File: src/rtl/ysyx_23060096_pkg.sv
// Shared types and constants for the NPC write-back stage.
// The request struct is sized for the default register-file geometry.
package ysyx_23060096_pkg;

  localparam int WB_DATA_W = 32;
  localparam int WB_ADDR_W = 5;
  localparam int NUM_REGS  = 1 << WB_ADDR_W;
  localparam int REG_ZERO  = 0;

  // Bit positions inside the one-hot grant vector.
  localparam int GNT_EXU = 0;
  localparam int GNT_LSU = 1;

  typedef struct packed {
    logic                 wen;
    logic [WB_ADDR_W-1:0] rd;
    logic [WB_DATA_W-1:0] data;
  } wb_req_t;

  // x0 is hardwired, so a request only touches the register file when it
  // both wants to write and targets a non-zero register.
  function automatic logic writes_rd(input wb_req_t r);
    return r.wen && (r.rd != WB_ADDR_W'(REG_ZERO));
  endfunction

endpackage

File: src/rtl/ysyx_23060096_wbu_if.sv
// Result-delivery bundle from the EXU and LSU into the write-back unit.
interface ysyx_23060096_wbu_if #(
  parameter int DATA_WIDTH = 32,
  parameter int ADDR_WIDTH = 5
);

  // Handshake: a transfer happens on the rising edge where x_valid & x_ready.
  // A source raising x_valid keeps valid and its wen/rd/data stable until it
  // sees x_ready; x_ready is combinational and never high for both sources.
  logic                  exu_valid;
  logic                  exu_wen;
  logic [ADDR_WIDTH-1:0] exu_rd;
  logic [DATA_WIDTH-1:0] exu_data;
  logic                  exu_ready;

  logic                  lsu_valid;
  logic                  lsu_wen;
  logic [ADDR_WIDTH-1:0] lsu_rd;
  logic [DATA_WIDTH-1:0] lsu_data;
  logic                  lsu_ready;

  modport master (
    output exu_valid, exu_wen, exu_rd, exu_data,
    output lsu_valid, lsu_wen, lsu_rd, lsu_data,
    input  exu_ready, lsu_ready
  );

  modport slave (
    input  exu_valid, exu_wen, exu_rd, exu_data,
    input  lsu_valid, lsu_wen, lsu_rd, lsu_data,
    output exu_ready, lsu_ready
  );

endinterface

File: src/rtl/ysyx_23060096_wb_arbiter.sv
// Two-input arbiter: LSU wins contention unless the EXU has been denied
// STARVE_LIMIT times in a row, in which case the EXU wins once.
module ysyx_23060096_wb_arbiter
  import ysyx_23060096_pkg::*;
#(
  parameter int STARVE_LIMIT = 3,
  parameter int CNT_W        = $clog2(STARVE_LIMIT + 1)
) (
  input  logic             clk,
  input  logic             rstn,
  input  logic             hold,
  input  logic             exu_valid,
  input  logic             lsu_valid,
  output logic [1:0]       grant,
  output logic [CNT_W-1:0] starve_cnt
);

  localparam logic [CNT_W-1:0] LIMIT = CNT_W'(STARVE_LIMIT);

  logic exu_priority;

  always_comb begin
    grant        = '0;
    exu_priority = (starve_cnt == LIMIT);
    if (rstn && !hold) begin
      if (exu_valid && (!lsu_valid || exu_priority)) begin
        grant[GNT_EXU] = 1'b1;
      end else if (lsu_valid) begin
        grant[GNT_LSU] = 1'b1;
      end
    end
  end

  // Counts consecutive denials of a waiting EXU; frozen while hold is high.
  always_ff @(posedge clk or negedge rstn) begin
    if (!rstn) begin
      starve_cnt <= '0;
    end else if (!hold) begin
      if (!exu_valid || grant[GNT_EXU]) begin
        starve_cnt <= '0;
      end else if (starve_cnt != LIMIT) begin
        starve_cnt <= starve_cnt + CNT_W'(1);
      end
    end
  end

endmodule

File: src/rtl/ysyx_23060096_wbu.sv
// Write-back unit: sole writer of the register-file port. Arbitrates EXU/LSU
// results into one registered write per cycle and counts retirements.
module ysyx_23060096_wbu
  import ysyx_23060096_pkg::*;
#(
  parameter int DATA_WIDTH   = WB_DATA_W,
  parameter int ADDR_WIDTH   = WB_ADDR_W,
  parameter int STARVE_LIMIT = 3
) (
  input  logic                                 clk,
  input  logic                                 rstn,
  input  logic                                 hold,
  ysyx_23060096_wbu_if.slave                   src,
  output logic                                 rf_wen,
  output logic [ADDR_WIDTH-1:0]                rf_waddr,
  output logic [DATA_WIDTH-1:0]                rf_wdata,
  output logic                                 commit,
  output logic [63:0]                          commit_cnt,
  output logic [1:0]                           dbg_grant,
  output logic [$clog2(STARVE_LIMIT+1)-1:0]    dbg_starve_cnt
);

  localparam int CNT_W = $clog2(STARVE_LIMIT + 1);

  logic [1:0]            grant;
  logic [CNT_W-1:0]      starve_cnt;
  logic                  accept;
  logic                  sel_wen;
  logic [ADDR_WIDTH-1:0] sel_rd;
  logic [DATA_WIDTH-1:0] sel_data;
  logic [63:0]           cnt_q;

  ysyx_23060096_wb_arbiter #(
    .STARVE_LIMIT (STARVE_LIMIT),
    .CNT_W        (CNT_W)
  ) u_arbiter (
    .clk        (clk),
    .rstn       (rstn),
    .hold       (hold),
    .exu_valid  (src.exu_valid),
    .lsu_valid  (src.lsu_valid),
    .grant      (grant),
    .starve_cnt (starve_cnt)
  );

  assign src.exu_ready  = grant[GNT_EXU];
  assign src.lsu_ready  = grant[GNT_LSU];
  assign dbg_grant      = grant;
  assign dbg_starve_cnt = starve_cnt;
  assign commit_cnt     = cnt_q;

  always_comb begin
    accept   = grant[GNT_EXU] | grant[GNT_LSU];
    sel_wen  = src.exu_wen;
    sel_rd   = src.exu_rd;
    sel_data = src.exu_data;
    if (grant[GNT_LSU]) begin
      sel_wen  = src.lsu_wen;
      sel_rd   = src.lsu_rd;
      sel_data = src.lsu_data;
    end
  end

  // Single-entry output stage: it is rewritten or cleared every cycle, so the
  // register file never needs to push back.
  always_ff @(posedge clk or negedge rstn) begin
    if (!rstn) begin
      rf_wen   <= 1'b0;
      rf_waddr <= '0;
      rf_wdata <= '0;
      commit   <= 1'b0;
      cnt_q    <= '0;
    end else begin
      rf_wen <= accept && sel_wen && (sel_rd != ADDR_WIDTH'(REG_ZERO));
      commit <= accept;
      if (accept) begin
        rf_waddr <= sel_rd;
        rf_wdata <= sel_data;
        cnt_q    <= cnt_q + 64'd1;
      end
    end
  end

endmodule
File: src/flat_wrapper.sv
// flat-port wrapper written by rule: the top's interface ports become plain ports
module ysyx_23060096_wbu_flat import ysyx_23060096_pkg::*;
#(
  parameter int DATA_WIDTH   = WB_DATA_W,
  parameter int ADDR_WIDTH   = WB_ADDR_W,
  parameter int STARVE_LIMIT = 3
)
  (clk, rstn, hold, rf_wen, rf_waddr, rf_wdata, commit, commit_cnt, dbg_grant, dbg_starve_cnt, src_exu_valid, src_exu_wen, src_exu_rd, src_exu_data, src_lsu_valid, src_lsu_wen, src_lsu_rd, src_lsu_data, src_exu_ready, src_lsu_ready);
  ysyx_23060096_wbu_if #(.DATA_WIDTH(DATA_WIDTH), .ADDR_WIDTH(ADDR_WIDTH)) src_i ();
  input  logic clk;
  input  logic rstn;
  input  logic hold;
  output logic rf_wen;
  output logic [ADDR_WIDTH-1:0] rf_waddr;
  output logic [DATA_WIDTH-1:0] rf_wdata;
  output logic commit;
  output logic [63:0] commit_cnt;
  output logic [1:0] dbg_grant;
  output logic [$clog2(STARVE_LIMIT+1)-1:0] dbg_starve_cnt;
  input wire logic [$bits(src_i.exu_valid)-1:0] src_exu_valid;
  input wire logic [$bits(src_i.exu_wen)-1:0] src_exu_wen;
  input wire logic [$bits(src_i.exu_rd)-1:0] src_exu_rd;
  input wire logic [$bits(src_i.exu_data)-1:0] src_exu_data;
  input wire logic [$bits(src_i.lsu_valid)-1:0] src_lsu_valid;
  input wire logic [$bits(src_i.lsu_wen)-1:0] src_lsu_wen;
  input wire logic [$bits(src_i.lsu_rd)-1:0] src_lsu_rd;
  input wire logic [$bits(src_i.lsu_data)-1:0] src_lsu_data;
  output wire logic [$bits(src_i.exu_ready)-1:0] src_exu_ready;
  output wire logic [$bits(src_i.lsu_ready)-1:0] src_lsu_ready;
  assign src_i.exu_valid = src_exu_valid;
  assign src_i.exu_wen = src_exu_wen;
  assign src_i.exu_rd = src_exu_rd;
  assign src_i.exu_data = src_exu_data;
  assign src_i.lsu_valid = src_lsu_valid;
  assign src_i.lsu_wen = src_lsu_wen;
  assign src_i.lsu_rd = src_lsu_rd;
  assign src_i.lsu_data = src_lsu_data;
  assign src_exu_ready = src_i.exu_ready;
  assign src_lsu_ready = src_i.lsu_ready;
  ysyx_23060096_wbu #(.DATA_WIDTH(DATA_WIDTH), .ADDR_WIDTH(ADDR_WIDTH), .STARVE_LIMIT(STARVE_LIMIT)) u_core (.clk(clk), .rstn(rstn), .hold(hold), .src(src_i), .rf_wen(rf_wen), .rf_waddr(rf_waddr), .rf_wdata(rf_wdata), .commit(commit), .commit_cnt(commit_cnt), .dbg_grant(dbg_grant), .dbg_starve_cnt(dbg_starve_cnt));
endmodule
File: config.mk
export PLATFORM = sky130hd
export DESIGN_NAME = ysyx_23060096_wbu_flat
export DESIGN_NICKNAME = d
export VERILOG_FILES = /design/src/rtl/ysyx_23060096_pkg.sv /design/src/rtl/ysyx_23060096_wbu_if.sv /design/src/rtl/ysyx_23060096_wb_arbiter.sv /design/src/rtl/ysyx_23060096_wbu.sv /design/src/flat_wrapper.sv
export SDC_FILE = /design/constraint.sdc
export NUM_CORES = 1
export LEC_CHECK = 0
export ABC_AREA = 1
export CAP_MARGIN = 20
export CORE_UTILIZATION = 47
export CTS_BUF_LIST = sky130_fd_sc_hd__clkbuf_2
export CTS_CLUSTER_DIAMETER = 60
export DETAILED_ROUTE_END_ITERATION = 6
export GPL_ROUTABILITY_DRIVEN = 0
export PLACE_DENSITY = 0.82
export REMOVE_ABC_BUFFERS = 1
export SLEW_MARGIN = 20
export SYNTH_ARGS = -nofsm -noshare
export SYNTH_HDL_FRONTEND = slang
export SYNTH_HIERARCHICAL = 1
export SYNTH_SLANG_ARGS = --single-unit
export TNS_END_PERCENT = 50
File: constraint.sdc
create_clock -name clk -period 2.7 [get_ports clk]
set_input_delay 0.54 -clock clk [delete_from_list [all_inputs] [get_ports clk]]
set_output_delay 0.54 -clock clk [all_outputs]
set_load 0.005 [all_outputs]
# After elaboration in Yosys (flattened, before gate mapping)
# Index checks and enable logic that the tools add are counted.
# W data, S select, Z words.
[word_totals]
reg_bits = 105
input_bits = 81
out_inout_bits = 109
wordCells = 33
[op_classes]
n_addsub = 2
n_eq_ne = 2
mux = 9
bitwise_logic = 2
reduce_logical = 12
[op_table]
columns = ["op", "count"]
rows = [
  ["$add A64 B1 Y64 const B", 1],
  ["$mux W32", 1],
  ["$mux W2", 3],
  ["$mux W5", 1],
  ["$reduce_bool A5 Y1", 1],
  ["$logic_and A1 B1 Y1", 4],
  ["$mux W1", 4],
  ["$logic_not A1 Y1", 3],
  ["$add A2 B1 Y2 const B", 1],
  ["$eq A2 B2 Y1 const B", 1],
  ["$logic_or A1 B1 Y1", 2],
  ["$ne A2 B2 Y1 const B", 1],
  ["$reduce_and A2 Y1", 1],
  ["$reduce_bool A2 Y1", 1],
  ["$not A1 Y1", 1],
  ["$or A1 B1 Y1", 1],
]

# Longest topological paths before layout
# Gate-level depths: netlist of run 1.
[logic_depth]
word_depth = 8
mapped_depth = 15
ltp_nobuf = 15

# Cells and area by module
# The synthesis of run 1 kept the hierarchy.
[modules_own_cells]
columns = ["mod", "n_inst", "cells_per_inst", "area_each_um2", "seq_area_each_um2"]
rows = [
  ["ysyx_23060096_wbu", 1, 707, 5434.0, 2577.5],
  ["ysyx_23060096_wb_arbiter", 1, 22, 157.7, 50.0],
]

# Worst setup path before layout of run 1
# No wires, ideal clock.
[synth_path]
kind = "register -> register"
startpoint = "register u_core.u_arbiter.starve_cnt[0]"
endpoint = "register u_core.cnt_q[41], in the netlist u_core/commit_cnt[41]"
setup_time_ns = 0.121
arrival_ns = 2.060
t_required_ns = 2.579
path_slack_ns = 0.518
stages_incl_launch_ff = 14
n_path_buf = 0
synth_period_minus_slack_ns = 2.182
cell_sequence = "dfrtp_1 ha_1 inv_1 nand2_2 nand2_1 nor3_1 nor2_4 clkinv_2 nand2_1 nor2_4 nand2_2 nor2_4 nand2_1 xor2_1"
[synth_via]
elab_chain_cells = 6
elab_cells_between_ends = 7
cone_classes = "eq/ne (1); mux (3); bitwise (1); reduce/logical (2)"
[synth_rtl]
columns = ["element", "line_no", "rtl"]
rows = [
  ["start: declaration", "ysyx_23060096_wb_arbiter.sv:15", "output logic [CNT_W-1:0] starve_cnt"],
  ["start signal: assignment", "ysyx_23060096_wb_arbiter.sv:42", "starve_cnt <= starve_cnt + CNT_W'(1);"],
  ["$eq A2 B2 Y1", "ysyx_23060096_wb_arbiter.sv:24", "exu_priority = (starve_cnt == LIMIT);"],
  ["$logic_or A1 B1 Y1", "ysyx_23060096_wb_arbiter.sv:26", "if (exu_valid && (!lsu_valid || exu_priority)) begin"],
  ["$logic_and A1 B1 Y1", "ysyx_23060096_wb_arbiter.sv:26", ""],
  ["$mux W1", "ysyx_23060096_wb_arbiter.sv:26", ""],
  ["$mux W2", "ysyx_23060096_wb_arbiter.sv:25", "if (rstn && !hold) begin"],
  ["named net dbg_grant[0]", "flat_wrapper.sv:18", "output logic [1:0] dbg_grant;"],
  ["$or A1 B1 Y1", "ysyx_23060096_wbu.sv:53", "accept = grant[GNT_EXU] | grant[GNT_LSU];"],
  ["end signal: assignment", "ysyx_23060096_wbu.sv:79", "cnt_q <= cnt_q + 64'd1;"],
  ["end: declaration", "ysyx_23060096_wbu.sv:31", "logic [63:0] cnt_q;"],
]
# The timed path passes the listed nets, and every way through them passes these cells.
# A chain may end at the register's enable or synchronous reset.

# Worst setup path in the final report of run 1
[layout_path]
startpoint = "register u_core.u_arbiter.starve_cnt[0]"
endpoint = "register u_core.cnt_q[52], in the netlist u_core/commit_cnt[52]"
[layout_via]
elab_chain_cells = 6
elab_cells_between_ends = 7
cone_classes = "eq/ne (1); mux (3); bitwise (1); reduce/logical (2)"
[layout_rtl]
columns = ["element", "line_no"]
rows = [
  ["$eq A2 B2 Y1 *", "ysyx_23060096_wb_arbiter.sv:24"],
  ["$logic_or A1 B1 Y1 *", "ysyx_23060096_wb_arbiter.sv:26"],
  ["$logic_and A1 B1 Y1 *", "ysyx_23060096_wb_arbiter.sv:26"],
  ["$mux W1", "ysyx_23060096_wb_arbiter.sv:26"],
  ["$mux W2 *", "ysyx_23060096_wb_arbiter.sv:25"],
  ["$or A1 B1 Y1 *", "ysyx_23060096_wbu.sv:53"],
]
# Every way passes the cells marked *; elsewhere a longest branch is shown, timed or not.

==> metrics.md, run 1 <==
| Metric | Value |
|---|---|
| Outcome | complete, but fails checks |
| Violated checks | DRC |
| Ys Warns | 6 |
| Layout area overhead | 44.5% |
| ANT cells | 0 |
| FF-to-FF setup slack | between 0.1 and 0.15 ns |
| Fin. Hold Viols | 0 |
| Die Area | 12300 um^2 |
| Worst skew pair latency | 0.60 ns |
| Clock Tree Buf Depth | 2 |
| DR WL/cell | 15.8 um |
| HPWL after DPL | 13000 um |
| Post-synth top area share | 47.0% |
| Via count | 5669 |
| Setup violations, final | 0 |
| Port Buf Inserts | approximately 190 |
| Fillers | ~940 |
| PwrDens | 461 nW/um^2 |
| Hold EP | u_core/rf_wdata[11]$_DFFE_PN0N_ |
| Most common cell after layout, fill and taps aside | nand2_1 |
| DRC | 21 |
| R2r worst-path depth | 19 |
| Core box area | between 10000 and 15000 um^2 |
| Number of vias per cell | about 5.2 |
| Drt pass-1 iters | 6 |
| Worst R2R Start | u_core/u_arbiter/starve_cnt[0]$_DFFE_PN0P_ |
| Pre-CTS setup slack | -0.0112 ns |
| Largest net degree at the start of global routing | 70 |
| Vias in the first global route | 5522 |
| Layout cells sized above 1 | 9.18% |
| CTS root buffer | clkbuf_2 |
| Initial Util | approximately half |
| Tot Pwr | about 3.7 mW |
| H-tree depth | 3 |
| Final WS setup | 0.131 ns |
| Antenna Violating Nets Remaining | 0 |
| Max-slew violations | 0 |
| Die Wd | 111 um |
| GRT overflow | 0 |
| I/O Pins | 190 |
| Critical Path RT | 3.22 ns |
| Slew HR | 42.3% |
| Crit-path max FO | 7 |
| Fin Setup TNS | 0 ns |
| Initial drt markers | 427 |
| Die Y | around 110 um |
| Most frequent cells in the layout | nand2_1, clkdlybuf4s50_1, nor2_1 |
| Total track usage | roughly 28% |
| Max IR drop VDD | 0.363 mV |
| Synthesized area per cell | approximately 7.7 um^2 |
| Drt total wl | 17300 um |
| Hold path depth | 3 |
| CP Capture Type | register |
| Synth async-reset ratio | between 90% and 100% |
| Register clock-pin slew on the reported worst setup and hold paths | 0.28 ns |
| Sequential element share of the synthesized area | between 40% and 50% |
| Initial antenna violation count | 0 |
| Max Fclk | 0.389 GHz |
| Leading area contributor after synthesis | dfrtp_1 |
| Post-synth cell types | 34 |
| Num rows | 39 |
| First-pass GRT wire length | 27500 um |
| Main synth FF type | dfrtp_1 |
| Post-synth EDFFs | 0 |
| Worst slew pin tran | 0.865 ns |
| Leakage power | 3.56 nW |
| Cell count after synthesis | 729 |
| Setup crit start kind | register |
| Worst hold start | src_exu_data[11] |
| Top post-synthesis cells by area | dfrtp_1, nand2_1, nor2_1, a21oi_1, xor2_1 |
| CP arrival | 3.09 ns |
| Layout Nets | slightly above 1000 |
| CTS sink cnt | 105 |
| Finished Cell Area | 8080 um^2 |
| RR Endpoint | u_core/commit_cnt[52]$_DFFE_PN0N_ |
| Layout Skew | approximately 0.024 ns |
| Area after DPL | 7690 um^2 |
| Period minus WS final | 2.57 ns |
| Worst Hold Class | in2reg |
| Max Cap Viol | 0 |
| CP Class | reg2reg |
| Flops & latches, synth | 105 |
| Syn Std Cell Area | 5590 um^2 |
| TritonCTS buffer count | 9 |
| CTS tree | built |
| Final Cycle Share | 95.1% |
## critical path: stages, from the launching register on
cell and delay (ns):
dfrtp_1 0.43, ha_2 0.21, inv_2 0.04, nand2_2 0.07, nand2_2 0.08, nor3_4 0.14, buf_4 0.13, buf_4 0.09
buf_4 0.10, buf_4 0.10, buf_4 0.11, nor2_4 0.06, nor2_4 0.21, nand3_4 0.15, inv_4 0.12, nand2_8 0.07
nor2_4 0.17, nand3_1 0.08, nand2_1 0.08, nand2_1 0.05
## where the power goes
part / switching, mW / internal (mW)
clock network: 0.521 / 0.483
registers: 0.125 / 1.74
logic: 0.353 / 0.510
## state kept, by name, summed over array words and instances (netlist names)
name                         cells
u_core/commit_cnt               64
u_core/rf_wdata                 32
u_core/rf_waddr                  5
u_core/u_arbiter/starve_cnt      2
u_core/commit                    1
u_core/rf_wen                    1
## cell families (layout without fill, tap and decap cells)
family	Yosys count	in the layout	share of synthesized area (%)
multiplexers	1	1	0.179
XOR/XNOR	44	44	6.89
AO/OA/AOI/OAI	76	76	7.14
flip-flops	105	105	47.0
adder cells (fa/ha/maj)	2	2	0.447
buffers and inverters	79	298	5.55
AND/OR/NAND/NOR	422	422	32.8
## cell type report
class,instances,area [um^2],share of cell area [%]
clock buffers,9,45.0,0.557
multi-input cells,545,2740,33.9
repair buffers,220,2120,26.2
clock inverters,7,133,1.64
flip-flops and latches,105,2630,32.5
inverters,62,236,2.93
well taps,143,179,2.21
## synthesized netlist by cell type (6+ instances only)
| cell | instances |
|---|---|
| dfrtp_1 | 105 |
| nand3b_1 | 8 |
| nor2_4 | 7 |
| nand3_1 | 33 |
| nor2_1 | 125 |
| a21oi_1 | 65 |
| xor2_1 | 25 |
| nand4_1 | 17 |
| xnor2_1 | 19 |
| nor2_2 | 9 |
| nand2_1 | 202 |
| nor3_1 | 6 |
| clkbuf_1 | 9 |
| inv_1 | 58 |
## routing by layer
| metal | global-route usage (%) | wire [um] |
|---|---|---|
| met1 | 33.8 | 6760 |
| met3 | 10.9 | 1770 |
| met4 | 6.40 | 177 |
| met5 | 0 | 0 |
| met2 | 48.8 | 8550 |
## what timing repair did
action | CTS | global route
resized for setup | 9 | 21
endpoints found under the hold margin | 36 | 0
setup endpoints to repair | 4 | 86
pin swaps | 2 | 9
hold buffers | 1 | 0
buffers inserted | 10 | 9
## stage by stage
stage | hold WS (ns) | util [%] | std cells
after floorplan | 0.244 | - | 712
after global routing | 0.361 | 70.2 | 1091
after detailed placement | 0.482 | 66.8 | 1058
after CTS | 0.416 | 69.2 | 1085
final | 0.436 | 70.2 | 1091
after global placement | 0.475 | 66.8 | 1058
## how the worst max path moves through the flow
| stage | startpoint | to | slack (ns) |
|---|---|---|---|
| floorplan | u_core/u_arbiter/starve_cnt[0]$_DFFE_PN0P_ | u_core/commit_cnt[29]$_DFFE_PN0N_ | -0.57 |
| global placement | src_exu_valid | u_core/commit_cnt[60]$_DFFE_PN0N_ | 0.05 |
| detailed placement | src_exu_valid | u_core/commit_cnt[62]$_DFFE_PN0N_ | -0.01 |
| CTS | u_core/u_arbiter/starve_cnt[1]$_DFFE_PN0P_ | u_core/commit_cnt[54]$_DFFE_PN0N_ | -0.01 |
| global route | u_core/u_arbiter/starve_cnt[0]$_DFFE_PN0P_ | u_core/commit_cnt[44]$_DFFE_PN0N_ | -0.03 |
| finish | u_core/u_arbiter/starve_cnt[0]$_DFFE_PN0P_ | u_core/commit_cnt[52]$_DFFE_PN0N_ | 0.13 |
(Power assumes the default switching activity.)
==> run 2, diff against run 1 <==
--- a/config.mk
+++ b/config.mk
@@ -7,12 +7,12 @@
 export LEC_CHECK = 0
 export ABC_AREA = 1
 export CAP_MARGIN = 20
-export CORE_UTILIZATION = 47
-export CTS_BUF_LIST = sky130_fd_sc_hd__clkbuf_2
+export CORE_UTILIZATION = 44
+export CTS_BUF_LIST = sky130_fd_sc_hd__clkbuf_8
 export CTS_CLUSTER_DIAMETER = 60
 export DETAILED_ROUTE_END_ITERATION = 6
 export GPL_ROUTABILITY_DRIVEN = 0
-export PLACE_DENSITY = 0.82
+export PLACE_DENSITY = 0.78
 export REMOVE_ABC_BUFFERS = 1
 export SLEW_MARGIN = 20
 export SYNTH_ARGS = -nofsm -noshare
==> run 2 against run 1 <==
- the flow now finishes without violations
- clock-buffer cell count unchanged
- setup slack worse by 0.011 ns
- clock skew is 0.014 ns lower
- fmax down 0.43%
- final cell count grew 0.73%
- global-route usage fell by 1.4 points
- core utilization decreased by 5.2 points
- non-clock buffer count decreased by 18
- die area is 6.7% higher
- clock power increased by 9%
- critical path type is now reg2out
- largest cell class unchanged
- largest power group unchanged
==> metrics.md, run 2 (synthesis gave the netlist of run 1 again) <==
| Metric | Value |
|---|---|
| Biggest cell delay along the critical path | 0.49 ns (was 0.43 ns) |
| Initial antenna violation count | 1 (was 0) |
| Most common cell after layout, fill and taps aside | nand2_1 (unchanged) |
| CTS tree | built (unchanged) |
| Antenna Violating Nets Remaining | 0 (unchanged) |
| Flip-flop count of the largest register after layout | 64 (unchanged) |
| RSZ-0062 raised after global routing | false |
| Layout area overhead | 41.9% (was 44.5%) |
| Area occupied by multi-input gates | 2650 um^2 (was 2740 um^2) |
| Setup crit start kind | register (unchanged) |
| PwrDens | 474 nW/um^2 (was 461 nW/um^2) |
| Sequential power share | 49.2% (was 49.9%) |
| Die Wd | 115 um (was 111 um) |
| Leakage power | 3.43 nW (was 3.56 nW) |
| Clock Tree Buf Depth | 2 (unchanged) |
| CTS sink cnt | 105 (unchanged) |
| Final Cycle Share | 95.6% (was 95.1%) |
| Register clock-pin slew on the reported worst setup and hold paths | 0.10 ns (was 0.28 ns) |
| TritonCTS buffer count | 9 (unchanged) |
| Worst slew pin tran | 0.686 ns (was 0.865 ns) |
| Final std cells w/o fill | 1099 (was 1091) |
| Net Sw Power | 1.01 mW (was 0.999 mW) |
| I/O Pins | 190 (unchanged) |
| Slew HR | 54.2% (was 42.3%) |
| Drt pass-1 iters | 6 (unchanged) |
| Num rows | 40 (was 39) |
| Layout Skew | 0.0104 ns (was 0.0243 ns) |
| Die Area | 13200 um^2 (was 12300 um^2) |
| CP Capture Type | output port (was register) |
| CP Class | reg2out (was reg2reg) |
| Max-slew violations | 0 (unchanged) |
| Vias in the first global route | 5317 (was 5522) |
| GRT overflow | 0 (unchanged) |
| First-pass GRT wire length | 27100 um (was 27500 um) |
| Total track usage | 27.1% (was 28.5%) |
| Internal power | 2.75 mW (was 2.73 mW) |
| Via count | 5465 (was 5669) |
| Most frequent cells in the layout | nand2_1, clkdlybuf4s50_1, nor2_1 (unchanged) |
| DR WL/cell | 15.2 um (was 15.8 um) |
| Critical Path RT | 2.16 ns (was 3.22 ns) |
| Die Y | 115 um (was 111 um) |
| Logic pwr share | 21.9% (was 23.1%) |
| CP Cell Sequence | ha_1 -> inv_1 -> nand2_2 -> nand2_1 -> nor3_1 -> buf_4 -> clkdlybuf4s50_1 (was ha_2 -> inv_2 -> nand2_2 -> nand2_2 -> nor3_4 -> buf_4 -> buf_4 -> buf_4 -> buf_4 -> buf_4 -> nor2_4 -> nor2_4 -> nand3_4 -> inv_4 -> nand2_8 -> nor2_4 -> nand3_1 -> nand2_1 -> nand2_1) |
| Max IR drop VDD | 0.476 mV (was 0.363 mV) |
| Setup violations, final | 0 (unchanged) |
| Period minus WS final | 2.58 ns (was 2.57 ns) |
| DRC | 0 (was 21) |
| Max Cap Viol | 0 (unchanged) |
| Largest net degree at the start of global routing | 56 (was 70) |
| Worst skew pair latency | 0.39 ns (was 0.60 ns) |
| Crit-path max FO | 3 (was 7) |
| Worst Hold Class | in2async (was in2reg) |
| Layout Nets | 1008 (was 1026) |
| Placed Cells incl. Taps | 1081 (was 1058) |
| Port Buf Inserts | 189 (unchanged) |
| Drt total wl | 16700 um (was 17300 um) |
| CP arrival | 2.04 ns (was 3.09 ns) |
| Tot Pwr | 3.76 mW (was 3.73 mW) |
| Core box area | 12200 um^2 (was 11500 um^2) |
| FF/Latch Area | 2630 um^2 (unchanged) |
| Fin Setup TNS | 0 ns (unchanged) |
| HPWL after DPL | 12900 um (was 13000 um) |
| CP max-delay cell | clkdlybuf4s50_1 (was dfrtp_1) |
| Max Fclk | 0.388 GHz (was 0.389 GHz) |
| Number of vias per cell | 4.97 (was 5.20) |
| Initial Util | 45.8% (was 48.6%) |
| Fillers | 1096 (was 939) |
| Initial drt markers | 287 (was 427) |
| Crit path max-delay family | buffers and inverters (was simple AND/OR/NAND/NOR gates) |
| Bufs and invs on worst path | 3 (was 7) |
| H-tree depth | 3 (unchanged) |
| Clock power share | 28.9% (was 26.9%) |
| CTS root buffer | clkbuf_8 (was clkbuf_2) |
| Sw Ratio | 26.9% (was 26.8%) |
| Fin. Hold Viols | 0 (unchanged) |
| Layout cells sized above 1 | 6.67% (was 9.18%) |
| Outcome | complete, no violations (was complete, but fails checks) |
run 2: cell count changes in the layout (fill, tap and decap cells not counted), sizes merged, moves of 2 or more:
| cell | previous run | this run |
|---|---|---|
| dlygate4sd2 | 2 | 0 |
| clkdlybuf4s50 | 184 | 188 |
| bufinv | 4 | 2 |
| clkinvlp | 0 | 2 |
| buf | 31 | 14 |
| clkbuf | 11 | 9 |
run 2: layout make-up:
type / count / share of cell area (%)
Antenna cell: 1 / 0.0315
Clock buffer: 9 / 1.56
Clock inverter: 7 / 1.18
Inverter: 62 / 2.98
Multi-Input combinational cell: 545 / 33.4
Sequential cell: 105 / 33.1
Tap cell: 168 / 2.65
Timing Repair Buffer: 202 / 25.0
run 2: worst paths after layout:
kind	start	to	slack, ns	cells past startpoint
worst max-delay path	u_core/u_arbiter/starve_cnt[1]$_DFFE_PN0P_	src_exu_ready	0.12	7
worst max register to register	u_core/u_arbiter/starve_cnt[1]$_DFFE_PN0P_	u_core/commit_cnt[62]$_DFFE_PN0N_	0.44	13
worst min register to register	u_core/rf_waddr[4]$_DFFE_PN0N_	u_core/rf_waddr[4]$_DFFE_PN0N_	0.49	2
min in group clk	u_core/rf_waddr[4]$_DFFE_PN0N_	u_core/rf_waddr[4]$_DFFE_PN0N_	0.49	2
max in group asynchronous	rstn	u_core/commit_cnt[59]$_DFFE_PN0N_	1.29	3
worst min-delay path	rstn	u_core/u_arbiter/starve_cnt[1]$_DFFE_PN0P_	0.27	2
run 2: power by group through the flow:
stage,combinational [mW],clock [mW],sequential (mW)
floorplan,0.240,0,1.88
global placement,0.821,0,1.88
detailed placement,0.822,0,1.88
CTS,0.828,1.11,1.85
global route,0.907,1.17,1.88
finish,0.824,1.09,1.85
run 2: per-layer routing:
layer | up-vias | wire, um | GRT usage, %
met5 | - | 0 | 0
met4 | 0 | 219 | 6.93
met3 | 14 | 1610 | 11.2
met2 | 201 | 8180 | 45.7
met1 | 2549 | 6710 | 32.0
li1 | 2701 | - | -
run 2: timing repair:
action	4_1_cts	5_1_grt
hold buffers	0	0
buffers inserted	0	1
setup endpoints to repair	2	4
resized for setup	1	1
pin swaps	0	0
run 2: through the flow:
step	utilization, %	hold WS, ns	setup slack, ns	instance area, um^2
final	65.0	0.269	0.120	7940
after global routing	65.0	0.305	0.0113	7940
after CTS	64.9	0.290	0.0500	7920
after detailed placement	63.1	0.472	-0.0506	7700
after global placement	63.1	0.468	0.0168	7700
after floorplan	-	0.244	-0.567	5520
run 2: worst reg2reg max path, delay by kind of cell (launching register included):
| kind | cells | cell delay [ns] |
|---|---|---|
| compound gates | 1 | 0.17 |
| fa+ha+maj | 1 | 0.21 |
| buf+inv | 2 | 0.23 |
| flops | 1 | 0.40 |
| simple gates | 9 | 1.16 |
